<file path="config.mk">
export PLATFORM = sky130hd
export DESIGN_NAME = id_ex_stage_reg
export DESIGN_NICKNAME = d
export VERILOG_FILES = /design/src/rtl/id_ex_stage_reg.sv
export SDC_FILE = /design/constraint.sdc
export NUM_CORES = 1
export LEC_CHECK = 0
export CAP_MARGIN = 20
export CORE_ASPECT_RATIO = 0.8
export CORE_MARGIN = 1.5
export CORE_UTILIZATION = 30
export CTS_CLUSTER_SIZE = 24
export DETAILED_ROUTE_END_ITERATION = 10
export PLACE_DENSITY = 0.61
export SLEW_MARGIN = 20
export SYNTH_ARGS = -nofsm -noshare
export SYNTH_HDL_FRONTEND = slang
export SYNTH_SLANG_ARGS = --single-unit
</file>
<file path="constraint.sdc">
create_clock -name clk -period 4.2 [get_ports clk]
set_clock_uncertainty 0.05 [all_clocks]
set_input_delay 0.84 -clock clk [delete_from_list [all_inputs] [get_ports clk]]
set_output_delay 0.84 -clock clk [all_outputs]
set_load 0.02 [all_outputs]
</file>
<file path="src/rtl/id_ex_stage_reg.sv">
// ID/EX pipeline register with load-use hazard detection, flush, hold
// and a saturating bubble counter.
module id_ex_stage_reg #(
  parameter int DATA_W = 32,
  parameter int REG_AW = 5,
  parameter int CNT_W  = 16
) (
  input  logic              clk,
  input  logic              rst_n,
  input  logic              hold,
  input  logic              flush,
  input  logic              id_valid,
  input  logic              id_jump,
  input  logic              id_branch,
  input  logic              id_memread,
  input  logic              id_memtoreg,
  input  logic              id_memwrite,
  input  logic              id_alusrc,
  input  logic              id_regwrite,
  input  logic              id_regdst,
  input  logic [1:0]        id_aluop,
  input  logic              id_uses_rt,
  input  logic [REG_AW-1:0] id_rs,
  input  logic [REG_AW-1:0] id_rt,
  input  logic [REG_AW-1:0] id_rd,
  input  logic [DATA_W-1:0] id_rs_data,
  input  logic [DATA_W-1:0] id_rt_data,
  input  logic [DATA_W-1:0] id_imm,
  input  logic [DATA_W-1:0] id_pc4,
  output logic              ex_valid,
  output logic              ex_jump,
  output logic              ex_branch,
  output logic              ex_memread,
  output logic              ex_memtoreg,
  output logic              ex_memwrite,
  output logic              ex_alusrc,
  output logic              ex_regwrite,
  output logic              ex_regdst,
  output logic [1:0]        ex_aluop,
  output logic [REG_AW-1:0] ex_rs,
  output logic [REG_AW-1:0] ex_rt,
  output logic [REG_AW-1:0] ex_rd,
  output logic [DATA_W-1:0] ex_rs_data,
  output logic [DATA_W-1:0] ex_rt_data,
  output logic [DATA_W-1:0] ex_imm,
  output logic [DATA_W-1:0] ex_pc4,
  output logic              stall,
  output logic [CNT_W-1:0]  bubble_cnt
);

  logic [9:0]        w_id_ctl;
  logic              w_rt_hit;
  logic              w_stall;
  logic              w_kill;
  logic              w_cnt_sat;

  logic              r_valid;
  logic [9:0]        r_ctl;
  logic [REG_AW-1:0] r_rs;
  logic [REG_AW-1:0] r_rt;
  logic [REG_AW-1:0] r_rd;
  logic [DATA_W-1:0] r_rs_data;
  logic [DATA_W-1:0] r_rt_data;
  logic [DATA_W-1:0] r_imm;
  logic [DATA_W-1:0] r_pc4;
  logic [CNT_W-1:0]  r_cnt;

  assign w_id_ctl = {id_jump, id_branch, id_memread, id_memtoreg,
                     id_memwrite, id_alusrc, id_regwrite, id_regdst,
                     id_aluop};

  // r_ctl[7] is memread; a load into $0 never produces a value
  assign w_rt_hit  = (r_rt == id_rs) |
                     (id_uses_rt & (r_rt == id_rt));
  assign w_stall   = r_valid & r_ctl[7] & (r_rt != '0) &
                     w_rt_hit & id_valid;
  assign w_kill    = flush | w_stall;
  assign w_cnt_sat = &r_cnt;

  always_ff @(posedge clk or negedge rst_n) begin
    if (!rst_n) begin
      r_valid   <= 1'b0;
      r_ctl     <= '0;
      r_rs      <= '0;
      r_rt      <= '0;
      r_rd      <= '0;
      r_rs_data <= '0;
      r_rt_data <= '0;
      r_imm     <= '0;
      r_pc4     <= '0;
      r_cnt     <= '0;
    end else if (!hold) begin
      r_valid   <= id_valid & ~w_kill;
      r_ctl     <= (w_kill | ~id_valid) ? '0 : w_id_ctl;
      r_rs      <= id_rs;
      r_rt      <= id_rt;
      r_rd      <= id_rd;
      r_rs_data <= id_rs_data;
      r_rt_data <= id_rt_data;
      r_imm     <= id_imm;
      r_pc4     <= id_pc4;
      if (w_stall & ~flush & ~w_cnt_sat)
        r_cnt <= r_cnt + CNT_W'(1);
    end
  end

  assign ex_valid    = r_valid;
  assign ex_jump     = r_ctl[9];
  assign ex_branch   = r_ctl[8];
  assign ex_memread  = r_ctl[7];
  assign ex_memtoreg = r_ctl[6];
  assign ex_memwrite = r_ctl[5];
  assign ex_alusrc   = r_ctl[4];
  assign ex_regwrite = r_ctl[3];
  assign ex_regdst   = r_ctl[2];
  assign ex_aluop    = r_ctl[1:0];
  assign ex_rs       = r_rs;
  assign ex_rt       = r_rt;
  assign ex_rd       = r_rd;
  assign ex_rs_data  = r_rs_data;
  assign ex_rt_data  = r_rt_data;
  assign ex_imm      = r_imm;
  assign ex_pc4      = r_pc4;
  assign stall       = w_stall;
  assign bubble_cnt  = r_cnt;

endmodule

</file>
# Word-level counts from Yosys, hierarchy flattened
# Cells that the tools add are included.
[op_classes]
mux = 1
addsub = 1
reduce_logical = 3
n_bitwise = 16
eq_ne = 2
[ops]
columns = ["cell", "n"]
rows = [
  ["16-bit by 1-bit adder with 16-bit output (second input constant)", 1],
  ["16-bit AND reduction", 1],
  ["5-bit equality test", 2],
  ["10-bit two-way mux", 1],
  ["1-bit bitwise AND", 8],
  ["1-bit NOT", 5],
  ["5-bit nonzero test", 1],
  ["1-bit OR", 3],
  ["2-bit AND reduction", 1],
]
[word_totals]
register_bits = 170
input_bits = 159

# Longest topological paths before layout
[depth]
word_depth = 8
ltp_mapped = 6
ltp_nobuf = 6

# Worst setup path before layout
# No wires, ideal clock.
[synth_timing]
path_kind = "input to output"
start = "input id_rs[4]"
end = "output stall"
stages = 5
t_arrival_ns = 1.812
required_time_ns = 3.310
path_slack_ns = 1.498
path_buffers = 1
path_cell_list = "xnor2_1 -> nand3_1 -> o22ai_2 -> buf_2 -> and2_2"
[synth_between]
elab_chain_len = 4
[synth_rtl]
columns = ["element", "line_no", "text"]
rows = [
  ["start: declaration", "23", "input logic [REG_AW-1:0] id_rs,"],
  ["5-bit equality test", "73", "assign w_rt_hit = (r_rt == id_rs) |"],
  ["1-bit OR", "73", ""],
  ["1-bit bitwise AND", "75", "assign w_stall = r_valid & r_ctl[7] & (r_rt != '0) &"],
  ["1-bit bitwise AND", "76", "w_rt_hit & id_valid;"],
  ["end: declaration", "47", "output logic stall,"],
]
# No other way between the ends.

# Worst setup path after layout
[layout_timing]
start = "input id_rt[2]"
end = "output stall"
[layout_between]
elab_chain_len = 5
[layout_rtl]
columns = ["element", "line_no", "text"]
rows = [
  ["start: declaration", "24", "input logic [REG_AW-1:0] id_rt,"],
  ["5-bit equality test", "74", "(id_uses_rt & (r_rt == id_rt));"],
  ["1-bit bitwise AND", "74", ""],
  ["1-bit OR", "73", ""],
  ["1-bit bitwise AND", "75", ""],
  ["1-bit bitwise AND", "76", ""],
]
# No other way between the ends.

==> results.sh <==
export IMPL_status="completed"
export IMPL_cts_made_buffers=17
export IMPL_clock_path_buffers=2
export IMPL_dr_total_vias=4729
export IMPL_worstPathArrival_ns=2.56
export IMPL_tns_ns=0
export IMPL_fmax_mhz=290
export IMPL_ys_flop_type="dfrtp_1"
export IMPL_p_per_area_nw_per_um2=399
export IMPL_cpMostUsedCell="clkdlybuf4s50_1"
export IMPL_grt_pass1_wl_um=28600
export IMPL_syn_area_um2=6610
export IMPL_fin_crit_ns=3.45
export IMPL_critical_path_slowest_cell="clkdlybuf4s50_1"
export IMPL_routed_wl_um=18200
export IMPL_r2r_start="ex_rt[0]$_DFFE_PN0N_"
export IMPL_fin_crit_sh_pct=82.1
export IMPL_postCtsHoldBufs=0
export IMPL_synthToLayoutAreaGrowth_pct=63.1
export IMPL_rsz0062_at_grt="no"
export IMPL_post_route_drc_count=0
export IMPL_p_leak_nw=4.37
export IMPL_cts_setup_buffers=0
export IMPL_antenna_found_initial=0
export IMPL_crit_end="stall"
export IMPL_slew_headroom_pct=57.0
export IMPL_crit_chain="clkdlybuf4s50_1 -> xnor2_1 -> nand4_1 -> o22ai_2 -> and2_2 -> clkdlybuf4s50_1"
export IMPL_cpPeakStageDelay_ns=0.59
export IMPL_clk_latency_ns=0.42
export IMPL_r2r_end="r_ctl[8]$_DFFE_PN0N_"
export IMPL_dr_pass1_iters=4
export IMPL_syn_avg_cell_area_um2=15.8
export IMPL_grt_max_degree=78
export IMPL_slew_viol_final=0
export IMPL_via_per_inst=4.55
export IMPL_gr_total_overflow=0
export IMPL_path_clk_slew_ns=0.07
export IMPL_fp_dieH_um=136
export IMPL_hold_viol=0
export IMPL_worstSetupStartpoint="id_rt[2]"
export IMPL_die_area_um2=22900
export IMPL_core_area_um2=21600
export IMPL_required_ns=3.31
export IMPL_drive_gt1_share_pct=25.2
export IMPL_cap_violations=0
export IMPL_startpoint_type="primary input"
export IMPL_synth_cell_types=29
export IMPL_routedWlPerCell_um=17.5
export IMPL_crit_buf_inv=2
export IMPL_hold_worst_slack_ns=0.351
export IMPL_drtAntennaViolNets=0
export IMPL_cts_tree="built"
export IMPL_start_util_pct=30.6
export IMPL_ys_ff_latch=170
export IMPL_cp_num_cells=6
export IMPL_cts_htree_levels=4
export IMPL_grt_pass1_vias=5247
export IMPL_worst_slew_pin_slew_ns=0.645
export IMPL_gp_congestion=0.814
export IMPL_clkSinkCount=170
export IMPL_postSynthCellCount=419
export IMPL_dr_first_iter_drc_count=203
export IMPL_async_flop_share_pct=100
export IMPL_path_class="in2out"
export IMPL_top_level_ports=330
export IMPL_cp_max_fo=2
export IMPL_layout_common_cells="327 x clkdlybuf4s50_1, 170 x dfrtp_1, 143 x mux2_2, 25 x xnor2_1, 17 x clkbuf_16"
export IMPL_end_kind="output port"
export IMPL_final_common_cell="clkdlybuf4s50_1"
export IMPL_hpwl_um=13600
export IMPL_grt_total_usage_pct=16.3
export IMPL_rr_worst_depth=4
export IMPL_synth_edf_count=0
export IMPL_cpLargestDelayFamily="buffers and inverters"
export IMPL_peakVddDrop_mv=0.272
export IMPL_yosysWarningCount=0
export IMPL_setup_viol=0
export IMPL_cts_root_buf="clkbuf_16"
export IMPL_hold_path_class="in2async"
export IMPL_r2r_slack_ns=2.16
export IMPL_antenna_cells=0
export IMPL_ys_seq_area_share_pct=64.3
export IMPL_nets=913
export IMPL_synth_nets=579
export IMPL_rows=48
export IMPL_port_buffers=329
export IMPL_cts_resized=0
export IMPL_die_w_um=169
## state kept, by name, summed over array words and instances (netlist names)
signal / flops
bubble_cnt: 16
ex_rt: 5
ex_valid: 1
ex_rs_data: 32
r_ctl: 10
ex_rt_data: 32
ex_rd: 5
ex_imm: 32
ex_pc4: 32
ex_rs: 5
## synthesized netlist by cell type (all sizes together) (2+ instances only)
| library cell | count | area [um^2] |
|---|---|---|
| dfrtp | 170 | 4250 |
| mux2 | 144 | 1620 |
| xnor2 | 25 | 219 |
| clkbuf | 12 | 45.0 |
| a22o | 10 | 87.6 |
| nand3 | 10 | 55.1 |
| nand2 | 8 | 30.0 |
| nand4 | 8 | 50.1 |
| buf | 7 | 41.3 |
| and3 | 5 | 31.3 |
| a21oi | 2 | 17.5 |
| and4 | 2 | 20.0 |
| nor2 | 2 | 7.51 |
| nor3 | 2 | 10.0 |
| nor4 | 2 | 12.5 |
## cells by family after synthesis
group / share of synthesized area, %
compound gates: 2.46
xor+xnor: 3.31
fa+ha+maj: 0.189
buf+inv: 1.31
flops: 64.3
mux: 24.5
simple gates: 3.88
## cell type report
cell class / instances / area [um^2]
Clock inverter: 13 / 133
Tap cell: 275 / 344
Sequential cell: 170 / 4250
Fill cell: 1906 / 10800
Multi-Input combinational cell: 230 / 2270
Clock buffer: 18 / 439
Timing Repair Buffer: 334 / 3350
## metal layers
layer	track usage, %	vias up	wire length [um]
li1	-	2161	-
met4	5.75	0	354
met2	27.5	186	9220
met1	18.1	2358	6890
met3	7.54	24	1770
met5	0	-	0
## report_power, final
group          leakage [nW]  switching (W)  total, W  internal [W]
Combinational          2.06       0.000391  0.000899      0.000508
Clock                 0.274       0.000691   0.00154      0.000846
Sequential             2.04      0.0000823   0.00186       0.00178
## per-stage QoR
stage          utilization [%]  setup WS (ns)  total power [W]  instances  instance area (um^2)
3_5_place_dp              47.3          0.738          0.00280       1009                 10200
2_1_floorplan                -           1.50          0.00226        419                  6610
3_3_place_gp              47.3          0.744          0.00279       1009                 10200
6_report                  49.9          0.752          0.00430       1040                 10800
4_1_cts                   49.9          0.736          0.00437       1040                 10800
5_1_grt                   49.9          0.659          0.00449       1040                 10800
## worst min-delay path by stage
stage                                     end                      start  slack [ns]  cells after the start
floorplan           bubble_cnt[0]$_DFFE_PN0P_                      rst_n        0.49                      0
global placement    bubble_cnt[5]$_DFFE_PN0P_  bubble_cnt[5]$_DFFE_PN0P_        0.43                      1
detailed placement      ex_pc4[0]$_DFFE_PN0N_      ex_pc4[0]$_DFFE_PN0N_        0.44                      1
CTS                 bubble_cnt[5]$_DFFE_PN0P_                      rst_n        0.38                      1
global route        bubble_cnt[5]$_DFFE_PN0P_                      rst_n        0.38                      1
finish              bubble_cnt[5]$_DFFE_PN0P_                      rst_n        0.35                      1
(Power assumes the default switching activity.)
